--- src/rtl/apb_uart.sv ---
// APB-slave UART: register file, TX and RX frame engines, RTS/CTS handshake.
module apb_uart_top #(
  parameter int unsigned BAUD_RATE     = 115200,
  parameter int unsigned FREQUENCY_CLK = 50000000
) (
  input  logic        clk,
  input  logic        reset_n,
  input  logic [11:0] paddr,
  input  logic        psel,
  input  logic        penable,
  input  logic        pwrite,
  input  logic [3:0]  pstrb,
  input  logic [31:0] pwdata,
  output logic [31:0] prdata,
  output logic        pready,
  output logic        pslverr,
  input  logic        rx,
  output logic        tx,
  input  logic        cts_n,
  output logic        rts_n
);

  localparam int unsigned BIT_CYC  = FREQUENCY_CLK / BAUD_RATE;
  localparam int unsigned HALF_CYC = BIT_CYC / 2;
  localparam int unsigned CNT_W    = $clog2(BIT_CYC + 1);

  localparam logic [11:0] ADDR_TX_DATA = 12'h000;
  localparam logic [11:0] ADDR_RX_DATA = 12'h004;
  localparam logic [11:0] ADDR_CFG     = 12'h008;
  localparam logic [11:0] ADDR_CTRL    = 12'h00C;
  localparam logic [11:0] ADDR_STATUS  = 12'h010;

  typedef enum logic [2:0] {
    ST_IDLE, ST_START, ST_DATA, ST_PARITY, ST_STOP
  } uart_state_e;

  // ---------------- APB decode ----------------
  logic access_c, mapped_c, wr_en_c, start_req_c, rx_rd_clr_c, tx_busy_c;
  logic sel_tx_c, sel_rx_c, sel_cfg_c, sel_ctrl_c, sel_stat_c;
  logic unused_bits;

  logic [7:0] tx_data_q;
  logic [4:0] cfg_q;
  logic       ctrl_q;

  assign sel_tx_c    = (paddr == ADDR_TX_DATA);
  assign sel_rx_c    = (paddr == ADDR_RX_DATA);
  assign sel_cfg_c   = (paddr == ADDR_CFG);
  assign sel_ctrl_c  = (paddr == ADDR_CTRL);
  assign sel_stat_c  = (paddr == ADDR_STATUS);
  assign mapped_c    = sel_tx_c | sel_rx_c | sel_cfg_c | sel_ctrl_c | sel_stat_c;
  assign access_c    = psel & penable;
  assign wr_en_c     = access_c & pwrite & mapped_c & pstrb[0];
  assign start_req_c = wr_en_c & sel_ctrl_c & pwdata[0] & ~tx_busy_c;
  assign rx_rd_clr_c = access_c & ~pwrite & sel_rx_c;
  assign pready      = 1'b1;
  assign pslverr     = access_c & ~mapped_c;
  assign unused_bits = ^{pwdata[31:8], pstrb[3:1]};

  // Writable registers; CTRL.start_tx reads back for one cycle only when accepted
  always_ff @(posedge clk or negedge reset_n) begin
    if (!reset_n) begin
      tx_data_q <= '0;
      cfg_q     <= '0;
      ctrl_q    <= 1'b0;
    end else begin
      if (wr_en_c && sel_tx_c)  tx_data_q <= pwdata[7:0];
      if (wr_en_c && sel_cfg_c) cfg_q     <= pwdata[4:0];
      ctrl_q <= start_req_c;
    end
  end

  // ---------------- TX engine ----------------
  uart_state_e      tx_state_q, tx_state_d;
  logic [CNT_W-1:0] tx_cnt_q, tx_cnt_d;
  logic [2:0]       tx_bit_q, tx_bit_d;
  logic [7:0]       tx_shift_q, tx_shift_d;
  logic [1:0]       tx_nbits_q, tx_nbits_d;
  logic             tx_stop2_q, tx_stop2_d;
  logic             tx_par_en_q, tx_par_en_d;
  logic             tx_par_q, tx_par_d;
  logic             tx_pend_q, tx_pend_d;
  logic             tx_done_q, tx_done_d;
  logic             tx_q, tx_d;
  logic             tx_bit_end_c;
  logic [7:0]       tx_mask_c;

  assign tx_busy_c    = (tx_state_q != ST_IDLE) | tx_pend_q;
  assign tx_bit_end_c = (tx_cnt_q == CNT_W'(BIT_CYC - 1));
  assign tx_mask_c    = 8'(8'hFF >> (2'd3 - cfg_q[1:0]));

  // TX state register and frame datapath
  always_ff @(posedge clk or negedge reset_n) begin
    if (!reset_n) begin
      tx_state_q  <= ST_IDLE;
      tx_cnt_q    <= '0;
      tx_bit_q    <= '0;
      tx_shift_q  <= '0;
      tx_nbits_q  <= '0;
      tx_stop2_q  <= 1'b0;
      tx_par_en_q <= 1'b0;
      tx_par_q    <= 1'b0;
      tx_pend_q   <= 1'b0;
      tx_done_q   <= 1'b0;
      tx_q        <= 1'b1;
    end else begin
      tx_state_q  <= tx_state_d;
      tx_cnt_q    <= tx_cnt_d;
      tx_bit_q    <= tx_bit_d;
      tx_shift_q  <= tx_shift_d;
      tx_nbits_q  <= tx_nbits_d;
      tx_stop2_q  <= tx_stop2_d;
      tx_par_en_q <= tx_par_en_d;
      tx_par_q    <= tx_par_d;
      tx_pend_q   <= tx_pend_d;
      tx_done_q   <= tx_done_d;
      tx_q        <= tx_d;
    end
  end

  // TX next state: frame and config latched on leaving IDLE, line level follows next state
  always_comb begin
    tx_state_d  = tx_state_q;
    tx_cnt_d    = tx_cnt_q;
    tx_bit_d    = tx_bit_q;
    tx_shift_d  = tx_shift_q;
    tx_nbits_d  = tx_nbits_q;
    tx_stop2_d  = tx_stop2_q;
    tx_par_en_d = tx_par_en_q;
    tx_par_d    = tx_par_q;
    tx_pend_d   = tx_pend_q;
    tx_done_d   = tx_done_q;
    tx_d        = 1'b1;

    if (start_req_c) begin
      tx_pend_d = 1'b1;
      tx_done_d = 1'b0;
    end

    case (tx_state_q)
      ST_IDLE: begin
        if (tx_pend_q && !cts_n) begin
          tx_state_d  = ST_START;
          tx_pend_d   = 1'b0;
          tx_cnt_d    = '0;
          tx_bit_d    = '0;
          tx_shift_d  = tx_data_q & tx_mask_c;
          tx_nbits_d  = cfg_q[1:0];
          tx_stop2_d  = cfg_q[2];
          tx_par_en_d = cfg_q[3];
          tx_par_d    = (^(tx_data_q & tx_mask_c)) ^ ~cfg_q[4];
        end
      end
      ST_START: begin
        tx_cnt_d = tx_cnt_q + CNT_W'(1);
        if (tx_bit_end_c) begin
          tx_cnt_d   = '0;
          tx_state_d = ST_DATA;
        end
      end
      ST_DATA: begin
        tx_cnt_d = tx_cnt_q + CNT_W'(1);
        if (tx_bit_end_c) begin
          tx_cnt_d   = '0;
          tx_shift_d = tx_shift_q >> 1;
          if (tx_bit_q == 3'(tx_nbits_q) + 3'd4) begin
            tx_bit_d   = '0;
            tx_state_d = tx_par_en_q ? ST_PARITY : ST_STOP;
          end else begin
            tx_bit_d = tx_bit_q + 3'd1;
          end
        end
      end
      ST_PARITY: begin
        tx_cnt_d = tx_cnt_q + CNT_W'(1);
        if (tx_bit_end_c) begin
          tx_cnt_d   = '0;
          tx_state_d = ST_STOP;
        end
      end
      ST_STOP: begin
        tx_cnt_d = tx_cnt_q + CNT_W'(1);
        if (tx_bit_end_c) begin
          tx_cnt_d = '0;
          if (tx_stop2_q && tx_bit_q == 3'd0) begin
            tx_bit_d = 3'd1;
          end else begin
            tx_bit_d   = '0;
            tx_state_d = ST_IDLE;
            tx_done_d  = 1'b1;
          end
        end
      end
      default: tx_state_d = ST_IDLE;
    endcase

    case (tx_state_d)
      ST_START:  tx_d = 1'b0;
      ST_DATA:   tx_d = tx_shift_d[0];
      ST_PARITY: tx_d = tx_par_d;
      default:   tx_d = 1'b1;
    endcase
  end

  assign tx = tx_q;

  // ---------------- RX engine ----------------
  uart_state_e      rx_state_q, rx_state_d;
  logic [CNT_W-1:0] rx_cnt_q, rx_cnt_d;
  logic [2:0]       rx_bit_q, rx_bit_d;
  logic [7:0]       rx_shift_q, rx_shift_d;
  logic [7:0]       rx_data_q, rx_data_d;
  logic             rx_par_q, rx_par_d;
  logic             rx_done_q, rx_done_d;
  logic             par_err_q, par_err_d;
  logic             rx_s1_q, rx_s2_q, rx_s3_q;
  logic             rx_bit_end_c, rx_par_exp_c;

  assign rx_bit_end_c = (rx_cnt_q == CNT_W'(BIT_CYC - 1));
  assign rx_par_exp_c = (^rx_shift_q) ^ ~cfg_q[4];

  // RX synchronizer, state register and datapath
  always_ff @(posedge clk or negedge reset_n) begin
    if (!reset_n) begin
      rx_s1_q    <= 1'b1;
      rx_s2_q    <= 1'b1;
      rx_s3_q    <= 1'b1;
      rx_state_q <= ST_IDLE;
      rx_cnt_q   <= '0;
      rx_bit_q   <= '0;
      rx_shift_q <= '0;
      rx_data_q  <= '0;
      rx_par_q   <= 1'b0;
      rx_done_q  <= 1'b0;
      par_err_q  <= 1'b0;
    end else begin
      rx_s1_q    <= rx;
      rx_s2_q    <= rx_s1_q;
      rx_s3_q    <= rx_s2_q;
      rx_state_q <= rx_state_d;
      rx_cnt_q   <= rx_cnt_d;
      rx_bit_q   <= rx_bit_d;
      rx_shift_q <= rx_shift_d;
      rx_data_q  <= rx_data_d;
      rx_par_q   <= rx_par_d;
      rx_done_q  <= rx_done_d;
      par_err_q  <= par_err_d;
    end
  end

  // RX next state: mid-bit sampling, glitch reject on start, framing check on stop
  always_comb begin
    rx_state_d = rx_state_q;
    rx_cnt_d   = rx_cnt_q;
    rx_bit_d   = rx_bit_q;
    rx_shift_d = rx_shift_q;
    rx_data_d  = rx_data_q;
    rx_par_d   = rx_par_q;
    rx_done_d  = rx_done_q;
    par_err_d  = par_err_q;

    if (rx_rd_clr_c) rx_done_d = 1'b0;

    case (rx_state_q)
      ST_IDLE: begin
        if (rx_s3_q && !rx_s2_q) begin
          rx_state_d = ST_START;
          rx_cnt_d   = '0;
          rx_bit_d   = '0;
          rx_shift_d = '0;
        end
      end
      ST_START: begin
        rx_cnt_d = rx_cnt_q + CNT_W'(1);
        if (rx_cnt_q == CNT_W'(HALF_CYC - 1)) begin
          rx_cnt_d   = '0;
          rx_state_d = rx_s2_q ? ST_IDLE : ST_DATA;
        end
      end
      ST_DATA: begin
        rx_cnt_d = rx_cnt_q + CNT_W'(1);
        if (rx_bit_end_c) begin
          rx_cnt_d             = '0;
          rx_shift_d[rx_bit_q] = rx_s2_q;
          if (rx_bit_q == 3'(cfg_q[1:0]) + 3'd4) begin
            rx_state_d = cfg_q[3] ? ST_PARITY : ST_STOP;
          end else begin
            rx_bit_d = rx_bit_q + 3'd1;
          end
        end
      end
      ST_PARITY: begin
        rx_cnt_d = rx_cnt_q + CNT_W'(1);
        if (rx_bit_end_c) begin
          rx_cnt_d   = '0;
          rx_par_d   = rx_s2_q;
          rx_state_d = ST_STOP;
        end
      end
      ST_STOP: begin
        rx_cnt_d = rx_cnt_q + CNT_W'(1);
        if (rx_bit_end_c) begin
          rx_cnt_d   = '0;
          rx_state_d = ST_IDLE;
          if (rx_s2_q) begin
            rx_data_d = rx_shift_q;
            rx_done_d = 1'b1;
            par_err_d = cfg_q[3] & (rx_par_q != rx_par_exp_c);
          end
        end
      end
      default: rx_state_d = ST_IDLE;
    endcase
  end

  assign rts_n = rx_done_q;

  // Combinational read mux
  always_comb begin
    prdata = '0;
    if (psel && !pwrite) begin
      if (sel_tx_c)   prdata = {24'd0, tx_data_q};
      if (sel_rx_c)   prdata = {24'd0, rx_data_q};
      if (sel_cfg_c)  prdata = {27'd0, cfg_q};
      if (sel_ctrl_c) prdata = {31'd0, ctrl_q};
      if (sel_stat_c) prdata = {28'd0, tx_busy_c, par_err_q, rx_done_q, tx_done_q};
    end
  end

endmodule

--- config.mk ---
export PLATFORM = sky130hd
export DESIGN_NAME = apb_uart_top
export DESIGN_NICKNAME = d
export VERILOG_FILES = /design/src/rtl/apb_uart.sv
export SDC_FILE = /design/constraint.sdc
export NUM_CORES = 1
export LEC_CHECK = 0
export ABC_AREA = 1
export BUFFER_PORTS_ARGS = -buffer_cell sky130_fd_sc_hd__buf_2
export CAP_MARGIN = 20
export CORE_UTILIZATION = 24
export CTS_BUF_LIST = sky130_fd_sc_hd__clkbuf_8
export CTS_CLUSTER_SIZE = 16
export DETAILED_ROUTE_END_ITERATION = 10
export GPL_TIMING_DRIVEN = 0
export SYNTH_ARGS = -nofsm -noshare
export SYNTH_HDL_FRONTEND = slang
export SYNTH_SLANG_ARGS = --single-unit
--- constraint.sdc ---
create_clock -name clk -period 1.8 [get_ports clk]
set_input_delay 0.27 -clock clk [delete_from_list [all_inputs] [get_ports clk]]
set_output_delay 0.27 -clock clk [all_outputs]
set_load 0.01 [all_outputs]
# Word level (Yosys, flattened, before mapping)
# Index checks and enable logic that the tools add are counted.
# classes
addsub,7
mul,0
div,0
order_cmp,2
eq_ne,31
n_shift,1
muxes,64
n_bitwise,23
n_reduce_logical,34
# ops
op,n
$mux 32,5
$mux 3,22
$mux 9,5
$mux 8,5
$pmux 8 s2,2
$pmux 3 s5,2
$pmux 9 s3,1
$eq 12x4->1 const B,2
$ne 2x2->1 const B,10
$add 9x1->9 const B,2
$eq 3x2->1 const B,6
$eq 9x9->1 const B,2
$pmux 9 s2,1
$reduce_xor 8->1,2
$mux 1,15
$eq 12x3->1 const B,1
$eq 12x5->1 const B,1
$logic_not 12->1,1
$and 1x1->1,11
$eq 3x1->1 const B,3
$eq 9x8->1 const B,1
$logic_not 3->1,3
$pmux 3 s3,1
$reduce_and 3->1,3
other kinds (27),55
# word_totals
ff_bits,82
latch_bits,0
ramBits,0
mem_bits_ro,0
mem_count,0

# Longest topological paths before layout
# Gate-level depths: netlist of run 1.
# logic_depth
ltp_word,14
ltp_mapped,13

# Worst setup path before layout of run 1
# Ideal clock, no wire load.
# synth_timing
path_type,in2out
startpoint,input paddr[11]
endpoint,output prdata[0]
arrival_time_ps,1303
path_slack_ps,227
stages,9
n_path_buf,0
cell_sequence,nor2_1 nand2_2 nor2_8 nand2_4 nor2_4 nand2_1 o21ai_0 inv_1 a21oi_1
# synth_between
elab_chain_cells,7
# synth_rtl
element,line_no,text
from (decl),8,"input logic [11:0] paddr,"
$logic_not 12->1,46,assign sel_tx_c = (paddr == ADDR_TX_DATA);
$mux 8,322,"if (sel_tx_c) prdata = {24'd0, tx_data_q};"
$mux 32,323,"if (sel_rx_c) prdata = {24'd0, rx_data_q};"
$mux 32,324,"if (sel_cfg_c) prdata = {27'd0, cfg_q};"
$mux 32,325,"if (sel_ctrl_c) prdata = {31'd0, ctrl_q};"
$mux 32 (*),326,"if (sel_stat_c) prdata = {28'd0, tx_busy_c, par_err_q, rx_done_q, tx_done_q};"
$mux 32 (*),321,if (psel && !pwrite) begin
to (decl),14,"output logic [31:0] prdata,"
# Every way passes the cells marked *; elsewhere a longest branch is shown, timed or not.

# Worst setup path in the final report of run 1
# layout_timing
startpoint,input paddr[5]
endpoint,output prdata[0]
# Same word-level chain as after synthesis.

==> results of run 1 <==
-- power by group through the flow --
stage          Clock, µW  Sequential (µW)  Combinational, µW
2_1_floorplan          0             2190                839
3_3_place_gp           0             2230               1080
3_5_place_dp           0             2230               1100
4_1_cts             1590             2200               1120
5_1_grt             1660             2220               1310
6_report            1540             2200               1140
-- stage by stage --
step / hold WS (ps) / std cells
floorplan: -25.6 / 674
global placement: 347 / 982
detailed placement: 289 / 983
CTS: 130 / 1008
global route: 129 / 1017
finish: 145 / 1017
-- registers in the layout (all words and copies together), names as in the netlist, 2 cells and up --
register / cells
cfg_q: 5
rx_state_q: 3
tx_cnt_q: 9
rx_shift_q: 8
rx_cnt_q: 9
rx_data_q: 8
tx_bit_q: 3
tx_state_q: 3
tx_shift_q: 8
tx_data_q: 8
rx_bit_q: 3
tx_nbits_q: 2
-- synthesized netlist by cell type (2+ instances only) --
| cell | number | area share, % |
|---|---|---|
| nor2_2 | 6 | 0.75 |
| buf_4 | 27 | 4.0 |
| buf_2 | 2 | 0.20 |
| inv_2 | 8 | 0.60 |
| o21ai_2 | 16 | 2.8 |
| o22ai_1 | 3 | 0.37 |
| nand2_2 | 11 | 1.4 |
| nand2_1 | 176 | 13 |
| conb_1 | 2 | 0.15 |
| inv_1 | 78 | 5.8 |
| nor3b_1 | 5 | 0.75 |
| nor4_1 | 2 | 0.25 |
| a21oi_1 | 17 | 1.7 |
| o211ai_1 | 4 | 0.60 |
| o21ai_1 | 2 | 0.20 |
| o21ai_0 | 42 | 4.2 |
| buf_6 | 2 | 0.45 |
| nor2_1 | 45 | 3.4 |
| nand3_4 | 2 | 0.70 |
| nor2_4 | 7 | 1.6 |
| nand3_1 | 36 | 3.6 |
| or2_1 | 2 | 0.25 |
| nand4_1 | 8 | 1.0 |
| or2_2 | 2 | 0.25 |
| o221ai_1 | 2 | 0.35 |
| dfrtp_1 | 78 | 39 |
| ha_1 | 8 | 2.0 |
| xor2_1 | 6 | 1.0 |
| nor3_1 | 15 | 1.5 |
| xnor2_1 | 5 | 0.87 |
| nand3_2 | 4 | 0.80 |
| dfstp_2 | 4 | 2.1 |
| a31oi_1 | 7 | 0.87 |
| a22oi_1 | 5 | 0.75 |
-- area by class of cell --
type / instances / area [µm²]
Fill cell: 2163 / 14200
Clock inverter: 6 / 88.8
Inverter: 86 / 323
Clock buffer: 10 / 138
Multi-Input combinational cell: 474 / 2590
Buffer: 31 / 239
Timing Repair Buffer: 58 / 410
Sequential cell: 82 / 2060
Tap cell: 270 / 338
-- worst max-delay path by stage --
stage	to	slack, ps	cells past startpoint
after detailed placement	prdata[0]	-260	11
after global placement	tx_cnt_q[8]$_DFFE_PN0P_	-340	1
after global routing	prdata[1]	-130	11
after floorplan	prdata[0]	230	9
final	prdata[0]	-50	10
after CTS	prdata[3]	-110	10
-- layout by cell type (no fill, tap or decap), drive strengths merged, types with 5 or more instances in the layout --
master / Yosys / routed
clkbuf: 1 / 10
a22oi: 5 / 5
conb: 2 / 25
a31oi: 7 / 7
nand3: 42 / 42
nor3: 16 / 16
buf: 31 / 87
nor3b: 5 / 5
a21oi: 18 / 18
nand4: 10 / 10
nand2: 188 / 188
inv: 86 / 88
xnor2: 5 / 5
nor2: 59 / 59
ha: 8 / 8
o21ai: 60 / 60
xor2: 6 / 6
dfrtp: 78 / 78
-- layer usage --
layer / vias to the layer above / global-route usage [%] / routed length, µm
met2: 51 / 20.0 / 6080
met1: 2016 / 12.5 / 5020
li1: 2247 / - / -
met3: 17 / 2.56 / 376
met5: - / 0 / 0
met4: 0 / 3.65 / 210
-- worst max-delay path: cells and delay by family --
| family | cells | cell delay (ps) |
|---|---|---|
| simple gates | 5 | 650 |
| buf+inv | 3 | 400 |
| compound gates | 2 | 260 |
-- kinds of logic (layout without fill, tap and decap cells) --
group | after synthesis | after routing | share of synthesized area [%]
flip-flops | 82 | 82 | 41.0
AND/OR/NAND/NOR | 327 | 327 | 31.2
buffers and inverters | 118 | 191 | 11.2
AO/OA/AOI/OAI | 103 | 103 | 12.6
adder cells (fa/ha/maj) | 8 | 8 | 1.99
other | 2 | 25 | 0.150
XOR/XNOR | 11 | 11 | 1.92
-- timing repair --
item | 4_1_cts | 5_1_grt
hold buffers | 2 | 0
hold endpoints to repair | 36 | 0
gates cloned | 0 | 0
endpoints found under the setup margin | 8 | 37
pin swaps | 8 | 18
setup buffers | 7 | 10
gates resized for setup | 19 | 20
==> results.md, run 1 <==
* Status: finished, violations left
* Failing checks: negative setup slack
* Worst endpoint required time at 1530 ps
* Pre-CTS setup slack at -255 ps
* Post-route setup TNS at -109 ps
* Final Hold Vio Count at 0
* Hold Startpoint: pwdata[7]
* Gpl congestion at 0.814
* Htree depth at 3
* Share of cells above drive strength 1 at 25.3%
* Slack of the critical path at -55.0 ps
* Post-route cell area at 0.00618 mm²
* Post-synthesis cell area at 0.00502 mm²
* Die width at 147 µm
* Setup crit start: paddr[5]
* Asr flop ratio synth at 100%
* Clock Skew at 20.6 ps
* Final Cycle Share at 103%
* Syn Area/Cell at 7.71 µm²
* Total Power at 4890 µW
* Largest buffer count on any clock path at 2
* DR pass1 iterations at 4
* Yosys warns at 0
* Setup violators final at 5
* Internal at 3240 µW
* Worst R2R Path Depth at 12
* LEAKAGE at 0.00295 µW
* Crit. End Element: output port
* Synth unique cells at 46
* Clock network power share at 31.6%
* Vias at 4331
* Tmin final at 1850 ps
* Root buffer cell: clkbuf_8
* Max incr delay on CP at 200 ps
* First-pass GRT wire length at 19000 µm
* FMAX at 539 MHz
* RSZ-0062 raised after global routing: true
* HP Class: input port to flop
* Mapped Cells at 651
* Vias in the first global route at 4046
* Initial Util at 24.6%
* Post-synth EDFFs at 0
* Global route overflow at 0
* Rel. slew slack at 65.2%
* CP Launch Type: input port
* Die Area at 0.0215 mm²
* R2R Setup Slk at 110 ps
* Drt wl/cell at 11.5 µm
* Initial antenna violation count at 0
* Io pins at 91
* Sw Share at 33.7%
* P_sw at 1650 µW
* Main synth FF type: dfrtp_1
* Max Slew Vio Count at 0
* Worst-margin pin slew at 523 ps
* Clock latency at the later pin of the worst-skew pair at 370 ps
* Core Area at 0.0204 mm²
* DRT iter0 DRCs at 201
* DP Wirelength at 8850 µm
* Vias per cell at 4.26
* CTS tree: yes
* Port Buf Inserts at 38
* Crit-path cells: buf_6 > nor2_4 > nand3_4 > nor2_8 > buf_4 > nand4_2 > nand2_2 > a21oi_1 > a21oi_2 > buf_2
* GRT Overall Usage at 11.0%
* Slowest cell on the critical path: a21oi_2
* Maxcap violations at 0
* Drt drc at 0
* Reg power frac at 45.1%
* Placed cell areas at 0.00566 mm²
* RR Endpoint: tx_bit_q[2]$_DFFE_PN0P_
* Pwr dens at 790 mW/mm²
* Post-route ant nets at 0
* Clk slew on worst S/H paths at 90 ps
* Hold path endpoint: tx_data_q[7]$_DFFE_PN0P_
* Crit-path max FO at 3
* Layout Area Growth over Synthesis at 23.2%
* WHS Path Cells at 3
* R2R Path Start: tx_cnt_q[1]$_DFFE_PN0P_
* Sequential area share after synthesis at 41.0%
* Routed WL at 11700 µm
* Critical path type: input port to output port
* Ant diodes at 0
* Die height at 147 µm
* Synth Register Bits at 82
* Critical Path AT at 1580 ps
* Pin count of the biggest net entering global routing at 47
* Peak VDD IR at 0.000505 V
* Final Util at 30.4%
* Clock sinks at 82
* Comb power frac at 23.4%
* CTS Buf Count at 9
* Row Count at 52
* Layout Nets at 805
No activity file was read; power rests on OpenSTA's default activity.
==> run 2, diff against run 1 <==
--- a/config.mk
+++ b/config.mk
@@ -8,11 +8,14 @@
 export ABC_AREA = 1
 export BUFFER_PORTS_ARGS = -buffer_cell sky130_fd_sc_hd__buf_2
 export CAP_MARGIN = 20
+export CELL_PAD_IN_SITES_DETAIL_PLACEMENT = 1
+export CELL_PAD_IN_SITES_GLOBAL_PLACEMENT = 2
 export CORE_UTILIZATION = 24
 export CTS_BUF_LIST = sky130_fd_sc_hd__clkbuf_8
 export CTS_CLUSTER_SIZE = 16
 export DETAILED_ROUTE_END_ITERATION = 10
 export GPL_TIMING_DRIVEN = 0
+export PLACE_DENSITY_LB_ADDON = 0.1
 export SYNTH_ARGS = -nofsm -noshare
 export SYNTH_HDL_FRONTEND = slang
 export SYNTH_SLANG_ARGS = --single-unit
==> run 2 against run 1 <==
  * The run still ends with negative setup slack left
  * Routed wire length up 23%
  * Non-clock buffer count up 1
  * Clock power up 3%
  * Die area unchanged
  * Sequential power about the same
  * Fmax down 1.8%
  * Count of clock-buffer cells in the layout up 1
  * Combinational power up 12%
  * Sequential cell count unchanged
  * First-iteration DRC count down 60%
  * Largest power group unchanged
==> results.md, run 2 (synthesis gave the netlist of run 1 again) <==
* Status: finished, violations left
* Failing checks: negative setup slack
* Die width at 147 µm
* Htree depth at 3
* Largest buffer count on any clock path at 2
* DRT iter0 DRCs at 81
* Row Count at 52
* Tmin final at 1890 ps
* Layout Area Growth over Synthesis at 25.3%
* Fillers at 2471
* Root buffer cell: clkbuf_8
* Io pins at 91
* LEAKAGE at 0.00298 µW
* Die height at 147 µm
* Post-route ant nets at 0
* Clock sinks at 82
* Slack of the critical path at -88.3 ps
* Global route overflow at 0
* Setup violators final at 4
* Initial Util at 24.6%
* Vias at 4452
* Gpl congestion at 0.787
* FMAX at 530 MHz
* Final Cycle Share at 105%
* Crit-path max FO at 5
* GRT Overall Usage at 14.2%
* RSZ-0062 raised after global routing: true
* Clock Skew at 19.2 ps
* Drt wl/cell at 14.1 µm
* Die Area at 0.0215 mm²
* Total Power at 5070 µW
* Vias per cell at 4.37
* Routed WL at 14400 µm
* Top Registers: rx_cnt_q: 9 flops, tx_cnt_q: 9 flops
* Pwr dens at 806 mW/mm²
* Peak VDD IR at 0.000590 V
* Maxcap violations at 0
* Max Slew Vio Count at 0
* Final Hold Vio Count at 0
* DR pass1 iterations at 4
* Initial antenna violation count at 1
* First-pass GRT wire length at 23900 µm
* Critical Path AT at 1620 ps
* Worst endpoint required time at 1530 ps
* Most frequent cells in the layout: 165 x nand2_1, 76 x inv_1, 74 x dfrtp_1
* Clk slew on worst S/H paths at 90 ps
* Leading cell type in the layout, fill and taps excluded: nand2_1
* Layout Nets at 806
* Vias in the first global route at 4624
* Drt drc at 0
* DP Wirelength at 11300 µm
* FF+latch area at 0.00206 mm²
* Pin count of the biggest net entering global routing at 50
* CTS Buf Count at 9
* Clock latency at the later pin of the worst-skew pair at 370 ps
* Cells after DPL at 983
* Fin cells at 1019
* HP Class: input port to flop
* Critical path type: input port to output port
* Crit. End Element: output port
* Port Buf Inserts at 38
* CP Launch Type: input port
* CTS tree: yes
* Multi-input combinational cell area at 0.00268 mm²
* Share of cells above drive strength 1 at 28.2%
* Core Area at 0.0204 mm²
-- run 2: final timing paths --
kind / from / to / slack, ps / cells past startpoint
max reg2reg: tx_cnt_q[1]$_DFFE_PN0P_ / tx$_DFF_PN1_ / 120 / 12
max in group asynchronous: reset_n / rx_s3_q$_DFF_PN1_ / 740 / 3
min reg2reg: rx_s1_q$_DFF_PN1_ / rx_s2_q$_DFF_PN1_ / 360 / 0
max: paddr[11] / prdata[0] / -90 / 10
min: pwdata[6] / tx_data_q[6]$_DFFE_PN0P_ / 130 / 3
min in group asynchronous: reset_n / tx_bit_q[2]$_DFFE_PN0P_ / 390 / 2
-- run 2: worst max-delay path, cell delays in order --
cell and delay (ps):
buf_2 110, nor2_4 120, nand2_4 80, nor2_8 170
nand2_8 90, nor2_4 200, buf_6 120, a21oi_2 50
a21oi_2 220, buf_2 170
-- run 2: area by class of cell --
class	instances	area share [%]
buffer	32	3.88
antenna	1	0.0398
clock inverter	5	1.23
multi-input combinational	474	42.5
inverter	86	5.17
tap	270	5.37
timing repair buffer	58	6.57
sequential	82	32.8
clock buffer	11	2.41
-- run 2: routing by layer --
metal | routed length [µm] | vias up | track usage, %
met5 | 0 | - | 0
met4 | 238 | 0 | 4.11
met3 | 395 | 14 | 3.16
met2 | 7470 | 42 | 25.5
met1 | 6320 | 2159 | 16.7
li1 | - | 2237 | -
-- run 2: metrics by stage --
stage	setup slack, ps	hold slack [ps]	instance area [µm²]	utilization [%]	setup TNS, ps
CTS	-91.4	104	6060	29.7	-390
finish	-88.3	131	6290	30.9	-198
detailed placement	-320	271	5660	27.8	-1310
global placement	-465	352	5630	27.7	-36510
floorplan	227	-25.6	5110	-	0
global route	-210	106	6290	30.9	-922
-- run 2: repair_timing --
| action | CTS | global route |
|---|---|---|
| setup endpoints to repair | 14 | 53 |
| setup buffers | 8 | 9 |
| pin swaps | 10 | 17 |
| cloned | 0 | 0 |
| hold buffers | 2 | 0 |
| resized for setup | 25 | 46 |
| hold endpoints to repair | 33 | 0 |
-- run 2: where the power goes --
| part | internal, µW | leakage [µW] | switching [µW] |
|---|---|---|---|
| clock network | 856 | 0.000121 | 726 |
| logic | 435 | 0.00180 | 850 |
| registers | 2020 | 0.00106 | 183 |
| total | 3310 | 0.00298 | 1760 |
